==> src/rtl/mem_bridge_pkg.sv <==
// Shared types and constants for the core-line to host-burst bridge.
package mem_bridge_pkg;

  localparam int unsigned LINE_W    = 128;
  localparam int unsigned BEAT_W    = 16;
  localparam int unsigned BEATS     = 8;
  localparam int unsigned CNT_W     = 3;
  localparam int unsigned WDT_LIMIT = 255;
  localparam int unsigned WDT_W     = 8;

  typedef enum logic [2:0] {
    StIdle,
    StCmd,
    StWbeat,
    StRbeat,
    StDone
  } state_e;

endpackage

==> src/rtl/mem_bridge_wdt.sv <==
// Stall watchdog: counts consecutive active cycles without host progress, raises a sticky error.
module mem_bridge_wdt
  import mem_bridge_pkg::*;
(
  input  logic clk_i,
  input  logic rst_ni,
  input  logic active_i,
  input  logic progress_i,
  output logic timeout_o,
  output logic err_o
);

  logic [WDT_W-1:0] cnt_q, cnt_d;
  logic             err_q, err_d;
  logic             stalled;

  always_comb begin
    stalled   = active_i && !progress_i;
    // Fires on the WDT_LIMIT-th consecutive stalled cycle.
    timeout_o = stalled && (cnt_q == WDT_W'(WDT_LIMIT - 1));
    cnt_d     = (stalled && !timeout_o) ? cnt_q + WDT_W'(1) : '0;
    err_d     = err_q | timeout_o;
  end

  always_ff @(posedge clk_i or negedge rst_ni) begin
    if (!rst_ni) begin
      cnt_q <= '0;
      err_q <= 1'b0;
    end else begin
      cnt_q <= cnt_d;
      err_q <= err_d;
    end
  end

  assign err_o = err_q;

endmodule

==> src/rtl/mem_line_bridge.sv <==
// Bridges 128-bit core line fills/evictions onto a 16-bit burst host bus (8 beats per line).
// Define MEM_BRIDGE_WDT_EN to add the stall watchdog and the sticky mem_err output.
module mem_line_bridge #(
  parameter logic [31:0] BASE_ADDR = 32'h0000_0000,
  parameter int unsigned BEATS     = 8
) (
  input  logic         clk,
  input  logic         rst,
  input  logic         mem_request,
  input  logic         mem_rwn,
  input  logic [15:0]  mem_addr,
  input  logic [127:0] mem_write_data,
  output logic         mem_finish,
  output logic [127:0] mem_read_data,
`ifdef MEM_BRIDGE_WDT_EN
  output logic         mem_err,
`endif
  output logic         host_req,
  output logic         host_rwn,
  output logic         host_burst,
  output logic [31:0]  host_addr,
  input  logic         host_ack,
  output logic [1:0]   host_txm,
  output logic [15:0]  host_txd,
  input  logic         host_txd_ack,
  input  logic [15:0]  host_rxd,
  input  logic         host_rxd_vld
);
  import mem_bridge_pkg::*;

  state_e              state_q, state_d;
  logic [CNT_W-1:0]    cnt_q, cnt_d;
  logic [CNT_W-1:0]    cnt_inc;
  logic                last_beat;
  logic                rwn_q, rwn_d;
  logic [LINE_W-1:0]   line_q, line_d;
  logic [LINE_W-1:0]   rdata_q, rdata_d;
  logic                finish_q, finish_d;
  logic                hreq_q, hreq_d;
  logic                hrwn_q, hrwn_d;
  logic                hburst_q, hburst_d;
  logic [31:0]         haddr_q, haddr_d;
  logic [BEAT_W-1:0]   htxd_q, htxd_d;
  logic                unused_addr_lsb;

  assign unused_addr_lsb = ^mem_addr[3:0];

`ifdef MEM_BRIDGE_WDT_EN
  logic wdt_active;
  logic wdt_progress;
  logic wdt_timeout;

  assign wdt_active   = (state_q == StCmd) || (state_q == StWbeat) || (state_q == StRbeat);
  assign wdt_progress = ((state_q == StCmd)   && host_ack)     ||
                        ((state_q == StWbeat) && host_txd_ack) ||
                        ((state_q == StRbeat) && host_rxd_vld);

  mem_bridge_wdt u_wdt (
    .clk_i      (clk),
    .rst_ni     (rst),
    .active_i   (wdt_active),
    .progress_i (wdt_progress),
    .timeout_o  (wdt_timeout),
    .err_o      (mem_err)
  );
`endif

  always_comb begin
    state_d   = state_q;
    cnt_d     = cnt_q;
    rwn_d     = rwn_q;
    line_d    = line_q;
    rdata_d   = rdata_q;
    finish_d  = 1'b0;
    hreq_d    = hreq_q;
    hrwn_d    = hrwn_q;
    hburst_d  = hburst_q;
    haddr_d   = haddr_q;
    htxd_d    = htxd_q;
    cnt_inc   = cnt_q + CNT_W'(1);
    last_beat = (cnt_q == CNT_W'(BEATS - 1));

    unique case (state_q)
      StIdle: begin
        if (mem_request) begin
          rwn_d    = mem_rwn;
          line_d   = mem_write_data;
          hreq_d   = 1'b1;
          hburst_d = 1'b1;
          hrwn_d   = mem_rwn;
          haddr_d  = BASE_ADDR + {16'b0, mem_addr[15:4], 4'b0000};
          state_d  = StCmd;
        end
      end
      StCmd: begin
        // Beat strobes coincident with host_ack are deliberately not looked at here.
        if (host_ack) begin
          hreq_d   = 1'b0;
          hburst_d = 1'b0;
          cnt_d    = '0;
          if (rwn_q) begin
            state_d = StRbeat;
          end else begin
            htxd_d  = line_q[BEAT_W-1:0];
            state_d = StWbeat;
          end
        end
      end
      StWbeat: begin
        if (host_txd_ack) begin
          if (last_beat) begin
            htxd_d   = '0;
            finish_d = 1'b1;
            state_d  = StDone;
          end else begin
            cnt_d  = cnt_inc;
            htxd_d = line_q[{cnt_inc, 4'b0000} +: BEAT_W];
          end
        end
      end
      StRbeat: begin
        if (host_rxd_vld) begin
          line_d[{cnt_q, 4'b0000} +: BEAT_W] = host_rxd;
          if (last_beat) begin
            rdata_d  = line_d;
            finish_d = 1'b1;
            state_d  = StDone;
          end else begin
            cnt_d = cnt_inc;
          end
        end
      end
      StDone: begin
        // mem_request is not sampled here; a held request restarts from idle.
        hrwn_d  = 1'b0;
        haddr_d = '0;
        state_d = StIdle;
      end
      default: state_d = StIdle;
    endcase

`ifdef MEM_BRIDGE_WDT_EN
    if (wdt_timeout) begin
      hreq_d   = 1'b0;
      hburst_d = 1'b0;
      htxd_d   = '0;
      finish_d = 1'b1;
      state_d  = StDone;
      if (rwn_q) begin
        rdata_d = '1;
      end
    end
`endif
  end

  always_ff @(posedge clk or negedge rst) begin
    if (!rst) begin
      state_q  <= StIdle;
      cnt_q    <= '0;
      rwn_q    <= 1'b0;
      line_q   <= '0;
      rdata_q  <= '0;
      finish_q <= 1'b0;
      hreq_q   <= 1'b0;
      hrwn_q   <= 1'b0;
      hburst_q <= 1'b0;
      haddr_q  <= '0;
      htxd_q   <= '0;
    end else begin
      state_q  <= state_d;
      cnt_q    <= cnt_d;
      rwn_q    <= rwn_d;
      line_q   <= line_d;
      rdata_q  <= rdata_d;
      finish_q <= finish_d;
      hreq_q   <= hreq_d;
      hrwn_q   <= hrwn_d;
      hburst_q <= hburst_d;
      haddr_q  <= haddr_d;
      htxd_q   <= htxd_d;
    end
  end

  assign mem_finish    = finish_q;
  assign mem_read_data = rdata_q;
  assign host_req      = hreq_q;
  assign host_rwn      = hrwn_q;
  assign host_burst    = hburst_q;
  assign host_addr     = haddr_q;
  assign host_txd      = htxd_q;
  // Full-line bursts only, so no byte is ever masked.
  assign host_txm      = 2'b00;

endmodule
==> config.mk <==
export PLATFORM = sky130hd
export DESIGN_NAME = mem_line_bridge
export DESIGN_NICKNAME = d
export VERILOG_FILES = /design/src/rtl/mem_bridge_pkg.sv /design/src/rtl/mem_bridge_wdt.sv /design/src/rtl/mem_line_bridge.sv
export SDC_FILE = /design/constraint.sdc
export NUM_CORES = 1
export LEC_CHECK = 0
export ABC_AREA = 0
export BUFFER_PORTS_ARGS = -buffer_cell sky130_fd_sc_hd__buf_4
export CAP_MARGIN = 40
export CORE_ASPECT_RATIO = 1.5
export CORE_MARGIN = 1.5
export CORE_UTILIZATION = 49
export DETAILED_ROUTE_END_ITERATION = 10
export GPL_ROUTABILITY_DRIVEN = 0
export HOLD_SLACK_MARGIN = 0.1
export PLACE_DENSITY = 0.8
export SYNTH_ARGS = -nofsm -noshare
export SYNTH_HDL_FRONTEND = slang
export SYNTH_HIERARCHICAL = 1
export SYNTH_SLANG_ARGS = --single-unit
==> constraint.sdc <==
create_clock -name clk -period 2.9 [get_ports clk]
set_clock_uncertainty 0.15 [all_clocks]
set_input_delay 0.29 -clock clk [delete_from_list [all_inputs] [get_ports clk]]
set_output_delay 0.29 -clock clk [all_outputs]
set_load 0.01 [all_outputs]
---- Word level (Yosys, flattened, before mapping) ----
Index checks and enable logic that the tools add are counted.
word-level totals
  register bits ........................... 314
  input bits .............................. 167
  output and inout port bits .............. 182
  word-level logic and storage cells ...... 71
cells by class
  add/subtract/negate cells ............... 2
  equal/unequal tests ..................... 10
  shift operators ......................... 3
  mux-type cells .......................... 32
  reduce and logical (&&, ||, !) cells .... 14
operators with widths
  operator                  number
  $mux 128                  2
  $pmux 128 s2              1
  $bwmux 128                1
  $shift 16x9->128 const A  1
  $shiftx 128x8->16         1
  $shiftx 16x9->128         1
  $mux 16                   4
  $pmux 32 s2               1
  $mux 32                   1
  $pmux 16 s2               1
  $mux 3                    9
  $pmux 3 s4                1
  $reduce_and 4->1          3
  $ne 2x2->1 const B        5
  $neg 7->9                 1
  $pmux 3 s3                1
  $reduce_and 3->1          3
  $reduce_bool 2->1         4
  $mux 1                    7
  $eq 3x2->1 const B        2
  $eq 3x3->1 const B        2
  $pmux 1 s2                3
  $reduce_and 2->1          2
  $add 3x1->3 const B       1
  3 further kinds           3

---- Logic depth before layout (Yosys ltp) ----
  depth after elaboration ................. 5
  mapped depth ............................ 12
  mapped depth without buffers ............ 7

---- Least setup slack after synthesis ----
Ideal clock, no wire load.
  kind .................................... reg2reg
  from .................................... register cnt_q[0]
  to ...................................... register line_q[21]
  library setup time ...................... 0.126 ns
  arrival time ............................ 2.607 ns
  required time ........................... 2.624 ns
  setup slack ............................. 0.018 ns
  stages on the path, launching flop included .. 13
  path buffers ............................ 5
  clock period less this slack ............ 2.882 ns
  path through ............................ dfrtp_1 buf_4 buf_2 inv_1 ha_1 ha_1 nand4b_1 buf_2 or2_2 clkbuf_1 buf_2 o22ai_1 a2bb2oi_2
on the way
  longest elaborated chain between the ends .. 5
  elaborated cells on any way between the ends .. 6
ends and longest elaborated chain
  item                                                          RTL line                source
  start, declared                                               mem_line_bridge.sv:32   logic [CNT_W-1:0] cnt_q, cnt_d;
  start signal, assigned                                        mem_line_bridge.sv:171  cnt_q <= cnt_d;
  $neg 7->9 *                                                   mem_line_bridge.sv:123  line_d[{cnt_q, 4'b0000} +: BEAT_W] = host_rxd;
  $shiftx 16x9->128 / $shift 16x9->128 (equally long branches)  mem_line_bridge.sv:123
  $bwmux 128 *                                                  mem_line_bridge.sv:123
  $mux 128 *                                                    mem_line_bridge.sv:122  if (host_rxd_vld) begin
  $pmux 128 s2 *                                                mem_line_bridge.sv:83   unique case (state_q)
  end signal, assigned                                          mem_line_bridge.sv:173  line_q <= line_d;
  end, declared                                                 mem_line_bridge.sv:36   logic [LINE_W-1:0] line_q, line_d;
Mark *: on every way between the ends. The rest lies on a longest branch, timed or not. The select of a mux whose other input is x is not followed.
A chain may end at the register's enable or synchronous reset.

---- Final worst setup path ----
  from .................................... register cnt_q[1]
  to ...................................... register line_q[85]
Same word-level chain as after synthesis.

==> impl_results.html <==
<table>
<tr><th>Metric</th><th>Value</th></tr>
<tr><th colspan="2">Outcome</th></tr>
<tr><td>Run status</td><td>finished clean</td></tr>
<tr><th colspan="2">Synth</th></tr>
<tr><td>Post-synth EDFFs</td><td>0</td></tr>
<tr><td>Proportion of synthesized area in mux cells</td><td>between 10% and 20%</td></tr>
<tr><td>Main combinational cell family by area after synthesis</td><td>compound AO/OA/AOI/OAI gates</td></tr>
<tr><td>Gate Count Post-Synth</td><td>between 1,000 and 1,500</td></tr>
<tr><td>Fraction of the mapped netlist area in simple logic gates</td><td>around 6.7%</td></tr>
<tr><td>Synth Area in XOR/XNOR</td><td>0%</td></tr>
<tr><td>Post-synthesis register bit count</td><td>294</td></tr>
<tr><td>Fraction of the yosys area taken by sequential cells</td><td>50.03%</td></tr>
<tr><td>Share of flip-flops with an asynchronous set or reset after synthesis</td><td>100.0%</td></tr>
<tr><td>Top cell type's share of synthesized area</td><td>roughly half</td></tr>
<tr><td>Synth area leader</td><td>sky130_fd_sc_hd__dfrtp_1</td></tr>
<tr><td>Post-synthesis compound-gate area fraction</td><td>about a fifth</td></tr>
<tr><td>Dominant cells by area after synthesis</td><td>sky130_fd_sc_hd__dfrtp_1, sky130_fd_sc_hd__mux2i_1, sky130_fd_sc_hd__a2bb2oi_1</td></tr>
<tr><td>Number of distinct standard cells referenced by the synthesized netlist</td><td>50</td></tr>
<tr><td>Mapped cell area</td><td>between 0.01 and 0.015 sq mm</td></tr>
<tr><td>Adder and majority cell fraction of the synthesized area</td><td>less than 1%</td></tr>
<tr><td>Syn Area/Cell</td><td>~11 sq um</td></tr>
<tr><td>Yosys warning total</td><td>6</td></tr>
<tr><td>Primary FF master, synth</td><td>sky130_fd_sc_hd__dfrtp_1</td></tr>
<tr><th colspan="2">Timing</th></tr>
<tr><td>Worst slew pin tran</td><td>778.7 ps</td></tr>
<tr><td>RSZ-0062 raised after global routing</td><td>no</td></tr>
<tr><td>Count of final hold-check violations</td><td>0</td></tr>
<tr><td>Count of endpoints failing setup in the final report</td><td>0</td></tr>
<tr><td>Crit path time final</td><td>approximately 2800 ps</td></tr>
<tr><td>Highest Clock Rate</td><td>around 360 MHz</td></tr>
<tr><td>Final Slew Violations</td><td>0</td></tr>
<tr><td>Worst max-slew margin expressed relative to the limit</td><td>between 40 and 50%</td></tr>
<tr><td>Fin worst setup slack</td><td>104.4 ps</td></tr>
<tr><td>Fin Setup TNS</td><td>0 ps</td></tr>
<tr><td>Post-Route Hold Slack</td><td>between 100 and 150 ps</td></tr>
<tr><td>Tcrit/Tclk final</td><td>a little over nine tenths</td></tr>
<tr><th colspan="2">Cells and area</th></tr>
<tr><td>Commonest non-fill, non-tap cell in the layout</td><td>sky130_fd_sc_hd__buf_4</td></tr>
<tr><td>Final net count</td><td>between 1,500 and 2,000</td></tr>
<tr><td>Final instance area</td><td>roughly 0.02 sq mm</td></tr>
<tr><td>Most frequent cells in the layout</td><td>sky130_fd_sc_hd__buf_4, sky130_fd_sc_hd__dfrtp_1, sky130_fd_sc_hd__dlygate4sd3_1, sky130_fd_sc_hd__mux2i_1, sky130_fd_sc_hd__nand2_1</td></tr>
<tr><td>Layout cells sized above 1</td><td>roughly 28%</td></tr>
<tr><td>Non-filler cells in the finished layout</td><td>about 2,100</td></tr>
<tr><td>Area added between synthesis and finish</td><td>36.20%</td></tr>
<tr><th colspan="2">Power and ir drop</th></tr>
<tr><td>Relative contribution of sequential cells to total power</td><td>between 30% and 40%</td></tr>
<tr><td>Clock group share of total power</td><td>16.6%</td></tr>
<tr><td>Worst vdd ir</td><td>~0.8 mV</td></tr>
<tr><td>Power per standard cell area</td><td>approximately 1200 mW/mm^2</td></tr>
<tr><td>Combinational share of power</td><td>about half</td></tr>
<tr><td>Switching portion of total power</td><td>between 40 and 50%</td></tr>
<tr><td>Leakage power summed over all cells</td><td>9.250 nW</td></tr>
<tr><td>Net Sw Power</td><td>about 9.4 mW</td></tr>
<tr><td>Internal power contribution</td><td>between 10 and 15 mW</td></tr>
<tr><th colspan="2">Global routing</th></tr>
<tr><td>Largest net degree at the start of global routing</td><td>173</td></tr>
<tr><td>Overflow left after global routing</td><td>0</td></tr>
<tr><td>First-pass GRT wire length</td><td>79.44 mm</td></tr>
<tr><td>Via count of the first global-routing pass</td><td>about 14,000</td></tr>
<tr><td>Combined global-route utilization of all metal layers</td><td>approximately a third</td></tr>
<tr><td>Initial antenna violation count</td><td>1</td></tr>
<tr><th colspan="2">Floorplan</th></tr>
<tr><td>Die W</td><td>144.5 um</td></tr>
<tr><td>Count of boundary I/O pins</td><td>~350</td></tr>
<tr><td>Die Outline Area</td><td>between 0.03 and 0.04 sq mm</td></tr>
<tr><td>Core region area</td><td>between 0.02 and 0.03 sq mm</td></tr>
<tr><td>Chip Height</td><td>215.2 um</td></tr>
<tr><td>Std cell rows</td><td>77</td></tr>
<tr><td>Initial cell density of the core</td><td>49.89%</td></tr>
<tr><th colspan="2">Setup path</th></tr>
<tr><td>Chain of cells forming the critical path</td><td>inv_1 &gt; ha_1 &gt; ha_1 &gt; and4bb_2 &gt; buf_4 &gt; nor2_1 &gt; nor2_4 &gt; a2bb2oi_1</td></tr>
<tr><td>Cell with the most instances on the worst path</td><td>sky130_fd_sc_hd__ha_1</td></tr>
<tr><td>Category of the critical setup timing path</td><td>register to register</td></tr>
<tr><td>Slowest stage cell on the critical path</td><td>sky130_fd_sc_hd__dfrtp_1</td></tr>
<tr><td>Buffers and inverters on the worst path</td><td>2</td></tr>
<tr><td>Crit path launch type</td><td>register</td></tr>
<tr><td>CP max stage delay</td><td>approximately 440 ps</td></tr>
<tr><td>Critical Path RT</td><td>3220 ps</td></tr>
<tr><td>Worst endpoint data arrival time</td><td>3120 ps</td></tr>
<tr><td>Family with the most delay on the worst path</td><td>simple AND/OR/NAND/NOR gates</td></tr>
<tr><td>Endpoint type of the worst setup path</td><td>register</td></tr>
<tr><td>Critical path peak fanout</td><td>17</td></tr>
<tr><th colspan="2">Clock network</th></tr>
<tr><td>Deepest level of the CTS H-tree</td><td>1</td></tr>
<tr><td>Clk slew on worst S/H paths</td><td>60 ps</td></tr>
<tr><td>CTS tree</td><td>yes</td></tr>
<tr><td>Total clock buffers created by CTS</td><td>29</td></tr>
<tr><td>Clock tree root driver cell</td><td>sky130_fd_sc_hd__clkbuf_16</td></tr>
<tr><td>Clock sinks</td><td>294</td></tr>
<tr><td>Maximum clock path buffer count</td><td>3</td></tr>
<tr><td>Insertion delay to the later sink of the worst-skew pair</td><td>about 560 ps</td></tr>
<tr><th colspan="2">Routing</th></tr>
<tr><td>Initial detailed-routing violation count</td><td>1,249</td></tr>
<tr><td>1st-pass router iterations</td><td>5</td></tr>
<tr><td>Routed vias</td><td>between 10,000 and 15,000</td></tr>
<tr><td>Vias per cell</td><td>6.156</td></tr>
<tr><td>Number of nets with antenna violations after detailed routing</td><td>0</td></tr>
<tr><td># DRC</td><td>0</td></tr>
<tr><td>Final WL</td><td>roughly 52 mm</td></tr>
<tr><td>Post-DR wirelength/cell</td><td>between 20 and 25 um</td></tr>
<tr><th colspan="2">Placed design</th></tr>
<tr><td>Quantity of I/O buffers inserted on ports</td><td>between 300 and 400</td></tr>
<tr><td>Post-place setup slack</td><td>between 150 and 200 ps</td></tr>
<tr><td>Total instance count after detailed placement</td><td>1,925</td></tr>
<tr><td>Placed Instance Area</td><td>around 0.017 sq mm</td></tr>
<tr><td>Placed wire-length estimate after detailed placement</td><td>approximately 34 mm</td></tr>
<tr><th colspan="2">Worst hold path</th></tr>
<tr><td>Min-delay worst type</td><td>input pin to async pin</td></tr>
<tr><th colspan="2">Flow run</th></tr>
<tr><td>Max-cap violations</td><td>0</td></tr>
</table>
==> layout make-up <==
type | instances | area, sq um
timing repair buffer | 536 | 4577
clock inverter | 9 | 148.9
clock buffer | 41 | 810.8
antenna | 1 | 2.502
multi-input combinational | 833 | 6504
inverter | 36 | 135.1
fill | 2109 | 9450
tap | 395 | 494.2
sequential | 294 | 7358
==> path summary, 6_finish.rpt <==
path / from / slack (ps) / depth (start not counted) / to
setup / recovery: cnt_q[1] / 100 / 8 / line_q[85]
hold / removal: rst / 140 / 2 / host_addr[15]
setup reg to reg: cnt_q[1] / 100 / 8 / line_q[85]
hold reg to reg: mem_read_data[67] / 330 / 2 / mem_read_data[67]
max in group asynchronous: rst / 1540 / 3 / line_q[126]
min in group clk: mem_read_data[67] / 330 / 2 / mem_read_data[67]
==> per-layer routing <==
metal | vias to the layer above | track usage, % | wire length [um]
li1 | 5663 | - | -
met2 | 812 | 57.46 | 26630
met1 | 6500 | 38.88 | 18240
met3 | 229 | 4.857 | 3488
met4 | 0 | 22.73 | 3842
met5 | - | 0 | 0
==> power groups by stage <==
stage / clock network [mW] / logic (mW) / registers (mW)
after floorplan: 0 / 7.00 / 7.60
after global placement: 0 / 11.1 / 7.57
after detailed placement: 0 / 11.4 / 7.67
after CTS: 3.93 / 11.7 / 7.62
after global routing: 4.09 / 12.6 / 7.90
final: 3.90 / 11.9 / 7.70
==> cell families (layout without fill, tap and decap cells) <==
logic type,after synthesis,after routing
fa+ha+maj,5,5
other cells,1,23
flops,294,294
simple gates,195,195
compound gates,432,432
mux,179,179
buf+inv,182,622
==> worst register-to-register path, cell delays in order (launching register included) <==
cell,delay (ps)
sky130_fd_sc_hd__dfrtp_1,440
sky130_fd_sc_hd__inv_1,70
sky130_fd_sc_hd__ha_1,200
sky130_fd_sc_hd__ha_1,390
sky130_fd_sc_hd__and4bb_2,380
sky130_fd_sc_hd__buf_4,330
sky130_fd_sc_hd__nor2_1,120
sky130_fd_sc_hd__nor2_4,400
sky130_fd_sc_hd__a2bb2oi_1,240
==> sequential cells by signal (all words and copies together), names as in the netlist, 3 cells and up <==
register / count
line_q: 128
state_q: 3
mem_read_data: 128
cnt_q: 3
host_addr: 12
host_txd: 16
==> synth_stat cells (2+ instances only) <==
library cell / count
sky130_fd_sc_hd__o21ai_1: 30
sky130_fd_sc_hd__mux2i_1: 144
sky130_fd_sc_hd__nor2b_1: 17
sky130_fd_sc_hd__a2bb2oi_1: 104
sky130_fd_sc_hd__buf_4: 38
sky130_fd_sc_hd__o21ai_0: 101
sky130_fd_sc_hd__o2bb2a_1: 4
sky130_fd_sc_hd__nand4_2: 2
sky130_fd_sc_hd__buf_2: 59
sky130_fd_sc_hd__nor2_1: 9
sky130_fd_sc_hd__o221ai_1: 16
sky130_fd_sc_hd__a22o_1: 15
sky130_fd_sc_hd__o21a_2: 2
sky130_fd_sc_hd__or4_1: 2
sky130_fd_sc_hd__nand3_2: 3
sky130_fd_sc_hd__nand3b_1: 3
sky130_fd_sc_hd__clkbuf_1: 39
sky130_fd_sc_hd__a21oi_4: 5
sky130_fd_sc_hd__nand2_1: 138
sky130_fd_sc_hd__a21o_1: 2
sky130_fd_sc_hd__nor3_1: 2
sky130_fd_sc_hd__inv_1: 36
sky130_fd_sc_hd__nor3_4: 2
sky130_fd_sc_hd__nor2_4: 3
sky130_fd_sc_hd__a21oi_1: 2
sky130_fd_sc_hd__buf_6: 9
sky130_fd_sc_hd__a2bb2oi_2: 20
sky130_fd_sc_hd__ha_1: 5
sky130_fd_sc_hd__mux4_2: 32
sky130_fd_sc_hd__nor3b_1: 2
sky130_fd_sc_hd__o22ai_1: 128
sky130_fd_sc_hd__mux2_2: 3
sky130_fd_sc_hd__dfrtp_1: 294
==> what timing repair did <==
| action | 4_1_cts | 5_1_grt |
|---|---|---|
| setup endpoints to repair | 0 | 5 |
| buffers inserted | 0 | 1 |
| hold buffers | 168 | 0 |
| gates resized for setup | 0 | 2 |
| endpoints found under the hold margin | 430 | 0 |
==> metrics by stage <==
stage	util, %	power, mW
after floorplan	-	14.60
after global placement	58.93	18.67
after detailed placement	58.93	19.05
after CTS	67.89	23.21
after global routing	67.94	24.62
final	67.94	23.48
(Power assumes the default switching activity.)
